`src/rtl/fpmultiply_system.sv`:
```
// fpmultiply_system
// -----------------------------------------------------------------------------
// Pipelined IEEE-754 single-precision multiplier with round-to-nearest-even.
// It accepts one operand pair per clock and returns the product plus exception
// flags a fixed LATENCY (3) cycles after the operands are sampled. There are no
// stalls, and every token moves through the pipeline on its own.
//
// Pipeline:
//   input regs : capture reg_A/reg_B on a clk edge where in_valid=1
//   S1         : decode each operand (zero/subnormal/normal/Inf/NaN), result sign
//   S2         : 24x24 mantissa product, biased exponent, special-result tag
//   S3         : normalize, RNE round, overflow/underflow, register out/flags
//
// Ports:
//   clk        in   1   rising-edge clock
//   reset      in   1   asynchronous, active-high reset
//   reg_A      in  32   operand A (IEEE-754 single)
//   reg_B      in  32   operand B (IEEE-754 single)
//   in_valid   in   1   qualifies reg_A/reg_B
//   out        out 32   rounded product (holds while out_valid=0)
//   out_valid  out  1   one-cycle pulse per result
//   flags      out  4   {invalid, overflow, underflow, inexact}
//
// Configuration macro FPMUL_DENORM_EN:
//   defined   -> gradual underflow (subnormal inputs pre-normalized with a
//                leading-zero count, tiny results denormalized then rounded)
//   undefined -> flush-to-zero (subnormal inputs read as zero, tiny results
//                become signed zero with underflow and inexact)
// -----------------------------------------------------------------------------
module fpmultiply_system #(
  parameter int LATENCY = 3
) (
  input  logic        clk,
  input  logic        reset,
  input  logic [31:0] reg_A,
  input  logic [31:0] reg_B,
  input  logic        in_valid,
  output logic [31:0] out,
  output logic        out_valid,
  output logic [3:0]  flags
);

  // Special-result tag carried from S2 into S3.
  localparam logic [1:0] TAG_NONE = 2'd0;
  localparam logic [1:0] TAG_NAN  = 2'd1;
  localparam logic [1:0] TAG_INF  = 2'd2;
  localparam logic [1:0] TAG_ZERO = 2'd3;

  // Operand class bits: {zero, inf, nan, snan}.
  function automatic logic [3:0] classify(input logic [30:0] x);
    logic exp_max;
    logic exp_min;
    logic man_zero;
    exp_max  = &x[30:23];
    exp_min  = ~|x[30:23];
    man_zero = ~|x[22:0];
`ifdef FPMUL_DENORM_EN
    classify[3] = exp_min & man_zero;
`else
    // Flush-to-zero: a subnormal operand counts as a signed zero.
    classify[3] = exp_min;
`endif
    classify[2] = exp_max & man_zero;
    classify[1] = exp_max & ~man_zero;
    classify[0] = exp_max & ~man_zero & ~x[22];
  endfunction

`ifdef FPMUL_DENORM_EN
  // Leading-zero count of a 24-bit significand (24 when it is all zero).
  function automatic logic [4:0] lzc24(input logic [23:0] v);
    lzc24 = 5'd24;
    for (int i = 0; i < 24; i++) begin
      if (v[i]) lzc24 = 5'(23 - i);
    end
  endfunction
`endif

  // Valid bit per register level; the top bit is out_valid itself.
  logic [LATENCY:0] stage_valid;

  logic [31:0] a_in;
  logic [31:0] b_in;

  logic        s1_sign;
  logic [3:0]  s1_cls_a;
  logic [3:0]  s1_cls_b;
  logic [23:0] s1_sig_a;
  logic [23:0] s1_sig_b;
  logic [7:0]  s1_exp_a;
  logic [7:0]  s1_exp_b;

  logic [23:0]       norm_sig_a;
  logic [23:0]       norm_sig_b;
  logic signed [9:0] norm_exp_a;
  logic signed [9:0] norm_exp_b;
  logic [47:0]       prod_c;
  logic signed [9:0] exp_c;
  logic [1:0]        tag_c;
  logic              invalid_c;
`ifdef FPMUL_DENORM_EN
  logic [4:0]        lz_a;
  logic [4:0]        lz_b;
`endif

  logic              s2_sign;
  logic [47:0]       s2_prod;
  logic signed [9:0] s2_exp;
  logic [1:0]        s2_tag;
  logic              s2_invalid;

  logic [47:0]       norm_prod;
  logic signed [9:0] e1;
  logic [47:0]       aligned;
  logic [23:0]       rnd_sig;
  logic              guard_bit;
  logic              round_bit;
  logic              sticky_bit;
  logic              round_up;
  logic [24:0]       round_sum;
  logic signed [9:0] e_base;
  logic [32:0]       pack_sum;
  logic signed [9:0] e_final;
  logic              inexact;
`ifdef FPMUL_DENORM_EN
  logic              tiny;
  logic signed [9:0] under_by;
  logic [5:0]        denorm_sh;
  logic [95:0]       wide;
`endif

  logic [31:0] res_out;
  logic [3:0]  res_flags;

  // The valid shift register advances every cycle so that bubbles appear at
  // the output exactly LATENCY cycles after they enter. Reset drops all
  // in-flight tokens.
  always_ff @(posedge clk or posedge reset) begin
    if (reset) begin
      stage_valid <= '0;
    end else begin
      stage_valid <= {stage_valid[LATENCY-1:0], in_valid};
    end
  end

  assign out_valid = stage_valid[LATENCY];

  // Operand capture. Data registers only load for real tokens; downstream
  // stages ignore their contents when the matching valid bit is low.
  always_ff @(posedge clk or posedge reset) begin
    if (reset) begin
      a_in <= '0;
      b_in <= '0;
    end else if (in_valid) begin
      a_in <= reg_A;
      b_in <= reg_B;
    end
  end

  // S1: classify both operands and expose significands with the hidden bit.
  // Subnormals get hidden bit 0 and effective exponent 1.
  always_ff @(posedge clk or posedge reset) begin
    if (reset) begin
      s1_sign  <= 1'b0;
      s1_cls_a <= '0;
      s1_cls_b <= '0;
      s1_sig_a <= '0;
      s1_sig_b <= '0;
      s1_exp_a <= '0;
      s1_exp_b <= '0;
    end else if (stage_valid[0]) begin
      s1_sign  <= a_in[31] ^ b_in[31];
      s1_cls_a <= classify(a_in[30:0]);
      s1_cls_b <= classify(b_in[30:0]);
      s1_sig_a <= {|a_in[30:23], a_in[22:0]};
      s1_sig_b <= {|b_in[30:23], b_in[22:0]};
      s1_exp_a <= (a_in[30:23] == 8'd0) ? 8'd1 : a_in[30:23];
      s1_exp_b <= (b_in[30:23] == 8'd0) ? 8'd1 : b_in[30:23];
    end
  end

  // S2 datapath: pre-normalize subnormals so the product always has its
  // leading one in bit 47 or 46, then multiply and form eA + eB - 127.
  always_comb begin
`ifdef FPMUL_DENORM_EN
    lz_a       = lzc24(s1_sig_a);
    lz_b       = lzc24(s1_sig_b);
    norm_sig_a = s1_sig_a << lz_a;
    norm_sig_b = s1_sig_b << lz_b;
    norm_exp_a = $signed({2'b00, s1_exp_a}) - $signed({5'b00000, lz_a});
    norm_exp_b = $signed({2'b00, s1_exp_b}) - $signed({5'b00000, lz_b});
`else
    norm_sig_a = s1_sig_a;
    norm_sig_b = s1_sig_b;
    norm_exp_a = $signed({2'b00, s1_exp_a});
    norm_exp_b = $signed({2'b00, s1_exp_b});
`endif
    prod_c = 48'(norm_sig_a) * 48'(norm_sig_b);
    exp_c  = norm_exp_a + norm_exp_b - 10'sd127;
  end

  // S2 special-operand resolution in priority order: NaN or Inf*0 first,
  // then Inf, then zero. Only signaling NaNs and Inf*0 raise invalid.
  always_comb begin
    tag_c     = TAG_NONE;
    invalid_c = 1'b0;
    if (s1_cls_a[1] | s1_cls_b[1] | (s1_cls_a[2] & s1_cls_b[3]) |
        (s1_cls_a[3] & s1_cls_b[2])) begin
      tag_c     = TAG_NAN;
      invalid_c = s1_cls_a[0] | s1_cls_b[0] | (s1_cls_a[2] & s1_cls_b[3]) |
                  (s1_cls_a[3] & s1_cls_b[2]);
    end else if (s1_cls_a[2] | s1_cls_b[2]) begin
      tag_c = TAG_INF;
    end else if (s1_cls_a[3] | s1_cls_b[3]) begin
      tag_c = TAG_ZERO;
    end
  end

  // S2 register stage.
  always_ff @(posedge clk or posedge reset) begin
    if (reset) begin
      s2_sign    <= 1'b0;
      s2_prod    <= '0;
      s2_exp     <= '0;
      s2_tag     <= TAG_NONE;
      s2_invalid <= 1'b0;
    end else if (stage_valid[1]) begin
      s2_sign    <= s1_sign;
      s2_prod    <= prod_c;
      s2_exp     <= exp_c;
      s2_tag     <= tag_c;
      s2_invalid <= invalid_c;
    end
  end

  // S3 datapath: put the leading one at bit 47, optionally shift tiny values
  // down into the subnormal range, then round to nearest even. The rounded
  // significand is added onto (exponent - 1) << 23 so that a rounding carry
  // bumps the exponent for free, and a subnormal that rounds up to 2^23
  // becomes the smallest normal.
  always_comb begin
    norm_prod = s2_prod[47] ? s2_prod : (s2_prod << 1);
    e1        = s2_exp + (s2_prod[47] ? 10'sd1 : 10'sd0);
`ifdef FPMUL_DENORM_EN
    tiny      = (e1 <= 10'sd0);
    under_by  = 10'sd1 - e1;
    denorm_sh = 6'd0;
    if (tiny) begin
      denorm_sh = (under_by > 10'sd63) ? 6'd63 : under_by[5:0];
    end
    wide       = {norm_prod, 48'd0} >> denorm_sh;
    aligned    = wide[95:48];
    sticky_bit = (|aligned[21:0]) | (|wide[47:0]);
    e_base     = tiny ? 10'sd0 : (e1 - 10'sd1);
`else
    aligned    = norm_prod;
    sticky_bit = |aligned[21:0];
    e_base     = e1 - 10'sd1;
`endif
    rnd_sig   = aligned[47:24];
    guard_bit = aligned[23];
    round_bit = aligned[22];
    inexact   = guard_bit | round_bit | sticky_bit;
    round_up  = guard_bit & (round_bit | sticky_bit | rnd_sig[0]);
    round_sum = {1'b0, rnd_sig} + {24'd0, round_up};
    pack_sum  = {e_base, 23'd0} + {8'd0, round_sum};
    e_final   = pack_sum[32:23];
  end

  // S3 result selection: specials bypass the arithmetic, otherwise apply
  // overflow and the configured underflow handling.
  always_comb begin
    res_out   = {s2_sign, 31'd0};
    res_flags = 4'd0;
    case (s2_tag)
      TAG_NAN: begin
        res_out   = 32'h7FC0_0000;
        res_flags = {s2_invalid, 3'b000};
      end
      TAG_INF: begin
        res_out = {s2_sign, 8'hFF, 23'd0};
      end
      TAG_ZERO: begin
        res_out = {s2_sign, 31'd0};
      end
      default: begin
        if (e_final >= 10'sd255) begin
          res_out   = {s2_sign, 8'hFF, 23'd0};
          res_flags = 4'b0101;
`ifdef FPMUL_DENORM_EN
        end else begin
          res_out   = {s2_sign, e_final[7:0], pack_sum[22:0]};
          res_flags = {2'b00, tiny & inexact, inexact};
        end
`else
        end else if (e_final <= 10'sd0) begin
          res_out   = {s2_sign, 31'd0};
          res_flags = 4'b0011;
        end else begin
          res_out   = {s2_sign, e_final[7:0], pack_sum[22:0]};
          res_flags = {3'b000, inexact};
        end
`endif
      end
    endcase
  end

  // Output registers load only for valid tokens, so out and flags hold their
  // last values between results.
  always_ff @(posedge clk or posedge reset) begin
    if (reset) begin
      out   <= '0;
      flags <= '0;
    end else if (stage_valid[LATENCY-1]) begin
      out   <= res_out;
      flags <= res_flags;
    end
  end

endmodule

```
`config.mk`:
```
export PLATFORM = sky130hd
export DESIGN_NAME = fpmultiply_system
export DESIGN_NICKNAME = d
export VERILOG_FILES = /design/src/rtl/fpmultiply_system.sv
export SDC_FILE = /design/constraint.sdc
export NUM_CORES = 2
export LEC_CHECK = 0
export BUFFER_PORTS_ARGS = -buffer_cell sky130_fd_sc_hd__buf_2
export CORE_MARGIN = 5
export CORE_UTILIZATION = 45
export CTS_CLUSTER_SIZE = 24
export DETAILED_ROUTE_END_ITERATION = 10
export HOLD_SLACK_MARGIN = 0.1
export PLACE_DENSITY_LB_ADDON = 0.25
export SYNTH_ARGS = -nofsm -noshare
export SYNTH_HDL_FRONTEND = slang
export SYNTH_SLANG_ARGS = --single-unit
```
`constraint.sdc`:
```
create_clock -name clk -period 17.6 [get_ports clk]
set_input_delay 3.52 -clock clk [delete_from_list [all_inputs] [get_ports clk]]
set_output_delay 3.52 -clock clk [all_outputs]
set_load 0.005 [all_outputs]
```
==> results.md <==
* Syn Inst Count at 3004
* Top FF cell, synth: dfrtp_1
* Metal2 WL at 38.3 mm
* Synth Cell Area at 29600 sq um
* CTS Hold Bufs at 0
* Max Slew Vio Count at 0
* Syn avg cell area at 9.86 sq um
* Via/cell ratio at 5.27
* Reg2reg path depth at 26
* Max-slew headroom at 0.278
* Number of fill cells at 6000
* Full die area at 71000 sq um
* Hold endpoint: out[15]
* # rows at 94
* HPWL after DPL at 60.0 mm
* Max_cap viols at 0
* Pin count of the biggest net entering global routing at 104
* CTS tree: done
* Fmax at 119 MHz
* Max incr delay on CP at 1.04 ns
* Worst R2R End: s2_prod[45]
* Slowest stage cell, crit path: dfrtp_1
* Antenna Cells at 0
* Starting density of the core at 0.452
* Synth cell types at 72
* Commonest non-fill, non-tap cell in the layout: inv_1
* CP Capture Type: register
* Root Driver: clkbuf_16
* Final worst-path cycle share at 0.477
* Clock Skews at 0.0352 ns
* H-Tree Depth at 2
* Warning count from the yosys run at 0
* Outcome: finished, final reports clean
* CTS Buf Count at 34
* Core Region at 65500 sq um
* Final setup fails at 0
* Clk Latency, worst-skew pair at 0.57 ns
* WS Path Type: register to register
* RePlAce Congestion at 0.903
* Unrepaired setup endpoints after global routing: false
* Num ports at 104
* Clock transition at path regs at 0.06 ns
* Height of the die at 267 microns
* Total gr overflow at 0
* Top cell by count, worst path: fa_1
* DR WL/cell at 19.5 microns
* Fin crit period at 8.40 ns
* Hold Violations, Final at 0
* Most frequent cells in the layout: inv_1 (578), fa_1 (483), nand2_1 (345)
* Critical Path AT at 8.86 ns
* Port Buffer Count at 103
* Top layer in use: met4
* Setup TNS at 0 ns
* Asr flop ratio synth at 1.00
* WL met1 at 31.7 mm
* CP startpoint kind: register
* EDFF count, synth at 0
* Placed Area at 30900 sq um
* Seq cells post-synth at 239
* Clock buffer depth at 3
* Final nets at 3782
* Clock sink count at 239
* Vias post-DR at 20700
* Slew @ Worst Pin at 1.08 ns
* Initial antenna violation count at 4
* Hold Crit Start: out[15]
* Synthesis-to-finish area growth at 8.47%
* Share of layout cells above drive strength 1 at 0.129
* First-pass GRT wire length at 127 mm
* Reg-to-reg startpoint: norm_sig_b[8]
* Final Cell Area at 32100 sq um
* Setup bufs post-CTS at 0
* CP max FO at 25
* Initial DRT Pass Iterations at 8
* Hold Path Stages at 1
* Worst EP required at 18.06 ns
* Post-Route WL at 76.5 mm
* Sequential area share after synthesis at 0.202
* DR iter-0 viols at 1203
* R2R Setup Slk at 9.20 ns
* Metal3 WL at 4.00 mm
* Hold Crit Class: register to register
* Die X-Extent at 267 microns
* DR DRC count at 0
* Vias in the first global route at 23400
* Syn_nets at 3752
* Total Routing Usage GR at 0.224
* Number of gates resized after cts at 0
* Final ANT Viol Nets at 0
[flip-flops by register name, summed over array words and instances (netlist names), 8 cells and up]
register and cells:
out 32, s1_exp_a 8, a_in 32, norm_sig_a 24, b_in 32, norm_sig_b 24
s2_exp 10, s2_prod 48, s1_exp_b 8
[per-layer routing]
metal	global-route usage	vias up
met5	0	-
met3	0.0348	144
met1	0.286	10700
met2	0.395	502
met4	0.0692	0
li1	-	9330
[worst max path at each step]
stage	to	startpoint
global placement	s2_prod[45]	norm_sig_a[14]
floorplan	a_in[0]	reset
finish	s2_prod[45]	norm_sig_b[8]
global route	s2_prod[43]	norm_sig_a[14]
CTS	s2_prod[45]	norm_sig_a[14]
detailed placement	s2_prod[45]	norm_sig_a[14]
[through the flow]
step                hold WS (ns)  instances  worst slack, ns  utilization
floorplan                  0.352       3004             7.52            -
global placement           0.468       3862             9.32        0.472
detailed placement         0.468       3862             9.19        0.472
CTS                        0.486       3924             9.20        0.490
global route               0.504       3924             8.77        0.490
finish                     0.482       3924             9.20        0.490
[final cells by class]
class	count	area, sq um	area share
multi-input combinational	2040	20900	0.650
sequential	239	5980	0.186
inverter	579	2180	0.0679
tap	864	1080	0.0337
clock buffer	36	858	0.0267
timing repair buffer	140	793	0.0247
clock inverter	26	340	0.0106
[worst max-delay path: cells and delay by family (launching register included)]
| family | cells | cell delay (ns) |
|---|---|---|
| compound gates | 7 | 2.00 |
| xor+xnor | 1 | 0.11 |
| fa+ha+maj | 8 | 3.84 |
| buf+inv | 6 | 0.31 |
| flops | 1 | 1.04 |
| mux | 1 | 0.27 |
| simple gates | 3 | 0.72 |
[synth_stat cells (6+ instances only)]
cell,instances,area (sq um)
dfrtp_1,239,5980
xnor2_1,63,552
o21a_1,8,60.1
xor2_1,32,280
nor2b_1,8,50.1
nand2b_1,7,43.8
clkbuf_1,139,522
inv_1,579,2170
o211ai_1,12,90.1
nand4_1,14,87.6
a21oi_1,74,370
o21ai_0,39,195
nand2_1,345,1290
mux2i_1,11,110
mux2_2,173,1950
and2_1,312,1950
fa_1,483,9670
o21bai_1,8,60.1
o2bb2ai_1,20,175
a211oi_1,11,82.6
nand3_1,24,120
nor3_1,15,75.1
a31oi_1,6,37.5
a21o_1,21,158
nor4_1,21,131
nor2_1,62,233
and3_1,6,37.5
ha_1,198,2480
[cell families after synthesis]
group | synth area share
AND/OR/NAND/NOR | 0.144
buffers and inverters | 0.0929
adder cells (fa/ha/maj) | 0.410
AO/OA/AOI/OAI | 0.0534
flip-flops | 0.202
multiplexers | 0.0695
XOR/XNOR | 0.0281
Power is left out: the tool's default activity adds up to more than one toggle a clock period on the data nets, which glitch-free logic cannot reach.
